**config.mk**
```make
export PLATFORM = sky130hd
export DESIGN_NAME = ring_switch_allocator
export DESIGN_NICKNAME = d
export VERILOG_FILES = /design/src/rtl/ring_switch_allocator.sv
export SDC_FILE = /design/constraint.sdc
export NUM_CORES = 1
export LEC_CHECK = 0
export ABC_AREA = 1
export BUFFER_PORTS_ARGS = -buffer_cell sky130_fd_sc_hd__buf_2
export CAP_MARGIN = 20
export CORE_MARGIN = 2
export CORE_UTILIZATION = 45
export CTS_CLUSTER_DIAMETER = 200
export DETAILED_ROUTE_END_ITERATION = 8
export PLACE_DENSITY_LB_ADDON = 0.25
export SYNTH_ARGS = -nofsm -noshare
export SYNTH_HDL_FRONTEND = slang
export SYNTH_SLANG_ARGS = --single-unit
```
**constraint.sdc**
```tcl
create_clock -name clk -period 3.8 [get_ports clk]
set_input_delay 0.76 -clock clk [delete_from_list [all_inputs] [get_ports clk]]
set_output_delay 0.76 -clock clk [all_outputs]
set_load 0.01 [all_outputs]
```
**src/rtl/ring_switch_allocator.sv**
```systemverilog
// ---------------------------------------------------------------------------
// ring_switch_allocator
//
// Per-cycle switch allocator for the 3-port ring router. Every output port
// runs its own round-robin arbiter. A multi-flit packet locks its output
// from the head flit to the tail flit (wormhole). The allocator produces
// registered one-hot crossbar selects and per-input grants.
//
// Ports
//   clk                 router clock
//   rst                 synchronous active-low reset, sampled on posedge clk
//   req0..req2          input k holds a valid flit
//   dst0..dst2  [1:0]   requested output of input k (3 is illegal)
//   tail0..tail2        current flit of input k is a tail (or single-flit)
//   out_rdy0..out_rdy2  downstream of output o can take a flit this cycle
//   sel0..sel2  [SEL_W] registered one-hot select; bit k = source input k
//   gnt0..gnt2          registered; flit on input k transfers this cycle
//   dst_err             registered pulse: some input requested dst==3
//   stall_cnt0..2       (only with SA_STALL_CNT_EN) saturating stall counts
//
// Optional feature macro: SA_STALL_CNT_EN adds the stall counters.
//
// Timing: inputs are sampled at edge t and sel/gnt appear in cycle t+1.
// The source keeps its flit and req up until the cycle in which it sees
// gnt, so at the edge that ends a grant cycle the allocator still sees the
// old (already transferred) flit. That request is masked, which is why
// flits of one packet move at most every other cycle.
// ---------------------------------------------------------------------------
module ring_switch_allocator #(
  parameter int SEL_W = 5,
  parameter int CNT_W = 16
) (
  input  logic             clk,
  input  logic             rst,
  input  logic             req0,
  input  logic             req1,
  input  logic             req2,
  input  logic [1:0]       dst0,
  input  logic [1:0]       dst1,
  input  logic [1:0]       dst2,
  input  logic             tail0,
  input  logic             tail1,
  input  logic             tail2,
  input  logic             out_rdy0,
  input  logic             out_rdy1,
  input  logic             out_rdy2,
  output logic [SEL_W-1:0] sel0,
  output logic [SEL_W-1:0] sel1,
  output logic [SEL_W-1:0] sel2,
  output logic             gnt0,
  output logic             gnt1,
  output logic             gnt2,
`ifdef SA_STALL_CNT_EN
  output logic [CNT_W-1:0] stall_cnt0,
  output logic [CNT_W-1:0] stall_cnt1,
  output logic [CNT_W-1:0] stall_cnt2,
`endif
  output logic             dst_err
);

  typedef enum logic {
    ST_IDLE   = 1'b0,
    ST_LOCKED = 1'b1
  } state_e;

  // Per-output arbitration state
  state_e          state_q [3];
  state_e          state_d [3];
  logic [2:0][1:0] owner_q, owner_d;
  logic [2:0][1:0] ptr_q,   ptr_d;

  // Registered outputs
  logic [2:0][2:0] sel_q, sel_d;
  logic [2:0]      gnt_q, gnt_d;
  logic            dst_err_q, dst_err_d;

  // Packed views of the per-input ports
  logic [2:0]      reqV;
  logic [2:0][1:0] dstV;
  logic [2:0]      tailV;
  logic [2:0]      rdyV;
  logic [2:0]      legalV;
  logic [2:0]      reqEff;
  logic [2:0][2:0] cand;

  assign reqV  = {req2, req1, req0};
  assign dstV  = {dst2, dst1, dst0};
  assign tailV = {tail2, tail1, tail0};
  assign rdyV  = {out_rdy2, out_rdy1, out_rdy0};

  // Round-robin search: first set bit of c starting at index p, wrapping mod 3.
  function automatic logic [1:0] rrPick(input logic [2:0] c, input logic [1:0] p);
    logic [1:0] res;
    logic       found;
    int         idx;
    res   = 2'd0;
    found = 1'b0;
    for (int i = 0; i < 3; i++) begin
      idx = (int'(p) + i) % 3;
      if (!found && c[idx]) begin
        res   = 2'(idx);
        found = 1'b1;
      end
    end
    return res;
  endfunction

  function automatic logic [1:0] rrNext(input logic [1:0] w);
    return (w == 2'd2) ? 2'd0 : w + 2'd1;
  endfunction

  // Candidate sets. A request whose flit is being transferred right now
  // (gnt_q high) is the stale copy of an already granted flit and is
  // ignored, as is any request to the illegal destination 3.
  always_comb begin
    legalV = '0;
    reqEff = '0;
    cand   = '0;
    for (int k = 0; k < 3; k++) begin
      legalV[k] = (dstV[k] != 2'd3);
      reqEff[k] = reqV[k] && legalV[k] && !gnt_q[k];
      for (int o = 0; o < 3; o++) begin
        cand[o][k] = reqEff[k] && (dstV[k] == 2'(o));
      end
    end
  end

  // Per-output next-state and grant decision. Each input targets only one
  // output, so the per-output grants never collide on a gnt bit.
  always_comb begin
    logic [1:0] w;
    w         = 2'd0;
    sel_d     = '0;
    gnt_d     = '0;
    owner_d   = owner_q;
    ptr_d     = ptr_q;
    dst_err_d = |(reqV & ~legalV);
    for (int o = 0; o < 3; o++) begin
      state_d[o] = state_q[o];
      case (state_q[o])
        ST_IDLE: begin
          if ((cand[o] != 3'b000) && rdyV[o]) begin
            w            = rrPick(cand[o], ptr_q[o]);
            sel_d[o][w]  = 1'b1;
            gnt_d[w]     = 1'b1;
            ptr_d[o]     = rrNext(w);
            if (!tailV[w]) begin
              state_d[o] = ST_LOCKED;
              owner_d[o] = w;
            end
          end
        end
        ST_LOCKED: begin
          // Only the owner may proceed; everyone else waits for its tail.
          w = owner_q[o];
          if (cand[o][w] && rdyV[o]) begin
            sel_d[o][w] = 1'b1;
            gnt_d[w]    = 1'b1;
            if (tailV[w]) begin
              state_d[o] = ST_IDLE;
            end
          end
        end
        default: begin
          state_d[o] = ST_IDLE;
        end
      endcase
    end
  end

  // State and output registers; reset drops every lock unconditionally.
  always_ff @(posedge clk) begin
    if (!rst) begin
      for (int o = 0; o < 3; o++) begin
        state_q[o] <= ST_IDLE;
      end
      owner_q   <= '0;
      ptr_q     <= '0;
      sel_q     <= '0;
      gnt_q     <= '0;
      dst_err_q <= 1'b0;
    end else begin
      for (int o = 0; o < 3; o++) begin
        state_q[o] <= state_d[o];
      end
      owner_q   <= owner_d;
      ptr_q     <= ptr_d;
      sel_q     <= sel_d;
      gnt_q     <= gnt_d;
      dst_err_q <= dst_err_d;
    end
  end

  // Only the low three select bits carry sources; the rest are zero-filled.
  assign sel0    = SEL_W'(sel_q[0]);
  assign sel1    = SEL_W'(sel_q[1]);
  assign sel2    = SEL_W'(sel_q[2]);
  assign gnt0    = gnt_q[0];
  assign gnt1    = gnt_q[1];
  assign gnt2    = gnt_q[2];
  assign dst_err = dst_err_q;

`ifdef SA_STALL_CNT_EN
  logic [2:0][CNT_W-1:0] stall_q, stall_d;

  // A stall is a live legal request that lost this cycle. The cycle in
  // which the input's previous flit is being transferred is not a stall.
  always_comb begin
    stall_d = stall_q;
    for (int k = 0; k < 3; k++) begin
      if (reqV[k] && legalV[k] && !gnt_q[k] && !gnt_d[k] &&
          (stall_q[k] != {CNT_W{1'b1}})) begin
        stall_d[k] = stall_q[k] + CNT_W'(1);
      end
    end
  end

  // Saturating counter registers, cleared by reset.
  always_ff @(posedge clk) begin
    if (!rst) begin
      stall_q <= '0;
    end else begin
      stall_q <= stall_d;
    end
  end

  assign stall_cnt0 = stall_q[0];
  assign stall_cnt1 = stall_q[1];
  assign stall_cnt2 = stall_q[2];
`endif

endmodule

```
# --- Word level (Yosys, flattened, before mapping) ---
# Memory sizes are Yosys's and may differ from the RTL's.
# Cells that the tools add are included.
word_totals:
  inputBits: 17
  mem_count: 1
  elab_cells: 261
  ram_bits: 3
  output_inout_bits: 19
  regBits: 25
mem_list:
  columns: ["memory", "words", "width", "rd", "rd_ports_with_merged_regs", "write_ports", "line_no", "text"]
  rows:
  - ["state_q", 3, 1, 3, 0, 3, "67", "state_e state_q [3];"]
classes:
  reduce_logical: 55
  n_addsub: 9
  n_eq_ne: 12
  div: 9
  bitwise: 15
  muxes: 128
  n_lt_le_gt_ge: 21
op_table:
  columns: ["op", "n"]
  rows:
  - ["$lt 32x4->1 const B", 9]
  - ["$mod 32x3->32 const B", 6]
  - ["$mod 3x3->32 const B", 3]
  - ["$mux 1", 68]
  - ["$bmux 1 s2", 18]
  - ["$mux 2", 18]
  - ["$logic_and 1x1->1", 33]
  - ["$mux 3", 10]
  - ["$pmux 3 s2", 5]
  - ["$lt 2x3->1 const B", 6]
  - ["$demux 1 s2", 6]
  - ["$eq 2x2->1 const B", 6]
  - ["$ge 2x1->1 const B", 6]
  - ["$or 3x3->3", 4]
  - ["$add 2x1->3 const B", 3]
  - ["$add 2x2->3 const B", 3]
  - ["$logic_not 1->1", 9]
  - ["$reduce_and 3->1", 3]
  - ["$reduce_bool 3->1", 3]
  - ["$add 2x1->2 const B", 3]
  - ["$eq 2x1->1 const B", 3]
  - ["$logic_not 2->1", 3]
  - ["$ne 2x2->1 const B", 3]
  - ["$not 1->1", 6]
  - ["6 further kinds", 12]

# --- Depth between registers and ports, before layout ---
depth:
  word_depth: 32
  depth_mapped: 17

# --- Worst setup path after synthesis ---
# OpenSTA, ideal clock, no wires.
synth_path:
  path_kind: "input to register"
  start: "input port dst2[1]"
  end: "register owner_q[1] (netlist bit)"
  required_ps: 3686
  arrival_time_ps: 1887
  cell_stages: 12
  setup_slack_ps: 1799
  path_buffers: 0
  path_cell_list: "nor3_2 -> nand3_1 -> nand2_1 -> nand2_2 -> nand3_1 -> nand2_2 -> nor2_2 -> nand3_2 -> nand3_2 -> nand2_1 -> nand2_1 -> nor2_2"
synth_between:
  elab_chain_len: 24
  word_cells_on_any_way: 35
  cone_classes: "eq/ne: 1; mux: 22; bitwise: 1; reduce/logical: 11"
synth_lines:
  columns: ["item", "line_no", "text"]
  rows:
  - ["start, declared", "40", "input logic [1:0] dst2,"]
  - ["$ne 2x2->1", "120", "legalV[k] = (dstV[k] != 2'd3);"]
  - ["$logic_and 1x1->1 (2 in series)", "121", "reqEff[k] = reqV[k] && legalV[k] && !gnt_q[k];"]
  - ["$logic_and 1x1->1 *", "123", "cand[o][k] = reqEff[k] && (dstV[k] == 2'(o));"]
  - ["$bmux 1 s2", "100", "if (!found && c[idx]) begin"]
  - ["$mux 1 (implied by the code) (2 in series)", "100", null]
  - ["$mux 1", "100", null]
  - ["$mux 1", "142", "if ((cand[o] != 3'b000) && rdyV[o]) begin"]
  - ["$mux 1", "140", "case (state_q[o])"]
  - ["[6 not listed]", null, null]
  - ["$logic_and 1x1->1", "100", null]
  - ["$mux 2", "100", null]
  - ["$mux 2", "142", null]
  - ["$mux 2", "140", null]
  - ["$bmux 1 s2", "147", "if (!tailV[w]) begin"]
  - ["$mux 1 (implied by the code)", "147", null]
  - ["$not 1->1 (no source line)", null, null]
  - ["$reduce_and 3->1 (no source line)", null, null]
  - ["end signal, assigned", "186", "owner_q <= owner_d;"]
  - ["end, declared", "69", "logic [2:0][1:0] owner_q, owner_d;"]
# Every way passes the cells marked *; elsewhere a longest branch is shown, timed or not. The select of a mux whose other input is x is not followed.
# A chain may end at the register's enable or synchronous reset.

# --- Final worst setup path ---
layout_path:
  start: "register ptr_q[4] (netlist bit)"
  end: "register owner_q[5] (netlist bit)"
layout_between:
  elab_chain_len: 21
  word_cells_on_any_way: 33
  cone_classes: "add/sub: 2; div: 3; mux: 22; bitwise: 1; reduce/logical: 5"
layout_lines:
  columns: ["item", "line_no", "text"]
  rows:
  - ["start, declared", "70", "logic [2:0][1:0] ptr_q, ptr_d;"]
  - ["start signal, assigned", "187", "ptr_q <= ptr_d;"]
  - ["parallel branches: the longest is 14 deep, another holds $mod 32x3->32", null, null]
  - ["$mux 2 *", "100", null]
  - ["$mux 2 *", "142", null]
  - ["$mux 2 *", "140", null]
  - ["$bmux 1 s2", "147", null]
  - ["$mux 1 (implied by the code)", "147", null]
  - ["$not 1->1 (no source line)", null, null]
  - ["$reduce_and 3->1 (no source line)", null, null]
# Mark *: on every way between the ends. The select of a mux whose other input is x is not followed.

==> qor.txt <==
Antenna Nets Post-Route -> 0
most frequent CP cell -> inv_1
Worst setup SP type -> flip-flop
root buf cell -> clkbuf_8
Reg clk slew, reported paths -> 0.10 ns
Inst Count DP -> 455
Switching Fraction -> 35.1%
Post-CTS Setup Inserts -> 0
Sequential Power Share -> 39.7%
Avg WL per Cell -> 11.9 µm
nets -> 416
Tot GR Track Use -> 20.8%
largest net degree at the start of global routing -> 18
Vias/cell -> 5.15
drt drc -> 0
Max Cap Violations -> 0
yosys warns -> 0
vias in the first global route -> 2,049
leakage power -> 1.33 nW
Crit Path Class -> reg -> reg
crit path cell chain -> inv_1 > ha_1 > inv_1 > nand3_1 > nand2_1 > inv_1 > nor2_2 > nand3_1 > nand2_1 > inv_1 > nand3_1 > nand2_1 > nand2_2 > nand2_2 > nor2_1 > nor2_2
register area share after synthesis -> 25.3%
synth unique cells -> 30
CTS Hold Bufs -> 0
RSZ-0062 raised after global routing -> false
WL final -> 5440 µm
most frequent cells in the layout -> 96 x nand2_1, 74 x nand3_1, 53 x inv_1
syn_area_per_cell -> 6.13 µm²
critical path capture point type -> flip-flop
worst vdd ir -> 132 µV
grt ovf -> 0
arrival time of the worst setup path -> 2.29 ns
share of cells above drive strength 1 -> 18.9%
Met3 Wirelength -> 242 µm
minimum clock period -> 2.11 ns
PwrDens -> 338 nW/µm²
Gate Count Post-Synth -> 362
later-pin clock latency in the skew report -> 0.28 ns
CTS tree -> built
clock network fraction of total power -> 28.3%
starting density of the core -> 47.0%
worst-case clock buffer depth -> 2
die extent in x -> 74.2 µm
worst stage delay on the critical path -> 0.37 ns
first-pass GRT wire length -> 8890 µm
fin cells -> 459
Ant. Diodes -> 0
DP Area -> 2400 µm²
row cnt -> 25
Final Hold Viols -> 0
synthesized area -> 2220 µm²
#FFs+latches synth -> 28
PostCTS Resize Cnt -> 0
Worst Tran Pin Value -> 0.504 ns
Top Ports -> 36
Min-Delay Path Class -> reg -> reg
final setup vio count -> 0
area delta synth->final -> 11.2%
Placer Congestion -> 0.888
top sig layer -> met4
Die Y-Extent -> 74.2 µm
Core Area -> 4720 µm²
Critical Path Slowest Stage Cell -> dfxtp_1
First DRT Iteration DRCs -> 144
WL met2 -> 2550 µm
DR pass1 iterations -> 5
Die Area -> 5510 µm²
WP data required -> 3.98 ns
commonest non-fill, non-tap cell in the layout -> nand2_1
initial antenna violation count -> 0
status -> finished clean
via count -> 2,363
Internal -> 0.542 mW
Max Slew Vio Count -> 0
crit share post-route -> 55.6%
Final Cell Area -> 2470 µm²
Max transition margin -> 66.4%
largest fanout on the critical path -> 6
top achievable clock speed -> 473 MHz
Finished Core Util -> 52.2%
CTS Buf Count -> 3
setup_tns -> 0 ns
H-tree levels -> 1
Layout Skew -> 0.00639 ns
number of port buffers -> 29
CTS Sinks -> 28
hpwl dp -> 4420 µm
Logic pwr share -> 32.0%
met1 WL -> 2550 µm
Net Sw Power -> 0.292 mW
## cells by family (layout without fill, tap and decap cells)
logic type | after synthesis | count (layout) | synth area share (%)
AO/OA/AOI/OAI | 27 | 27 | 7.39
other | 1 | 6 | 0.169
adder cells (fa/ha/maj) | 6 | 6 | 3.38
buffers and inverters | 67 | 92 | 13.1
AND/OR/NAND/NOR | 233 | 233 | 50.6
flip-flops | 28 | 28 | 25.3
## flip-flops by register name, indices dropped and copies added (netlist names)
name and cells:
owner_q 6, ptr_q 6, gnt_q 3, sel0 3
sel1 3, sel2 3, state_q 3, dst_err 1
## cell usage after synthesis (all sizes together)
cell / count / share of area, %
dfxtp: 28 / 25
buf: 7 / 2.5
o211ai: 1 / 0.34
nand2: 105 / 19
conb: 1 / 0.17
nor2: 37 / 8.6
nand4: 6 / 1.7
nand3: 81 / 20
clkbuf: 1 / 0.62
o21ai: 9 / 2.4
o22ai: 1 / 0.28
inv: 58 / 9.8
ha: 6 / 3.4
a21oi: 14 / 3.3
nor3: 2 / 0.68
nand3b: 2 / 0.68
a221oi: 2 / 1.1
clkinv: 1 / 0.17
## area by class of cell
class / count / area, µm²
Fill cell: 486 / 2260
Multi-Input combinational cell: 272 / 1390
Sequential cell: 28 / 561
Inverter: 59 / 221
Timing Repair Buffer: 29 / 145
Tap cell: 67 / 83.8
Clock buffer: 3 / 41.3
Clock inverter: 1 / 30.0
## critical path, delay by kind of cell (launching register included)
family                     cells  cell delay, ns
and+or+nand+nor               11            0.97
DFF                            1            0.37
adders and majority gates      1            0.35
buffers and inverters          4            0.32
## path summary, 6_finish.rpt
check / from / to / slack [ns] / cells after the start
worst max register to register: ptr_q[4] / owner_q[5] / 1.69 / 16
worst min register to register: ptr_q[3] / ptr_q[3] / 0.49 / 2
worst max-delay path: ptr_q[4] / owner_q[5] / 1.69 / 16
worst min-delay path: ptr_q[3] / ptr_q[3] / 0.49 / 2
## metal layers
metal,track usage (%),vias up
li1,-,1213
met1,27.1,1065
met2,36.0,76
met3,1.90,9
met4,7.34,0
met5,0,-
## stage by stage
stage          setup slack, ns  hold WS [ns]  power (mW)
3_5_place_dp              1.45         0.478       0.602
4_1_cts                   1.67         0.496       0.838
3_3_place_gp              1.46         0.475       0.600
6_report                  1.69         0.494       0.834
2_1_floorplan             1.80         0.461       0.543
5_1_grt                   1.51         0.518       0.888
## power groups by stage
stage | sequential, mW | clock, mW | combinational, mW
final | 0.331 | 0.236 | 0.267
after global routing | 0.333 | 0.253 | 0.302
after CTS | 0.331 | 0.241 | 0.266
after detailed placement | 0.338 | 0 | 0.264
after global placement | 0.338 | 0 | 0.262
after floorplan | 0.337 | 0 | 0.205
(Power assumes the default switching activity.)
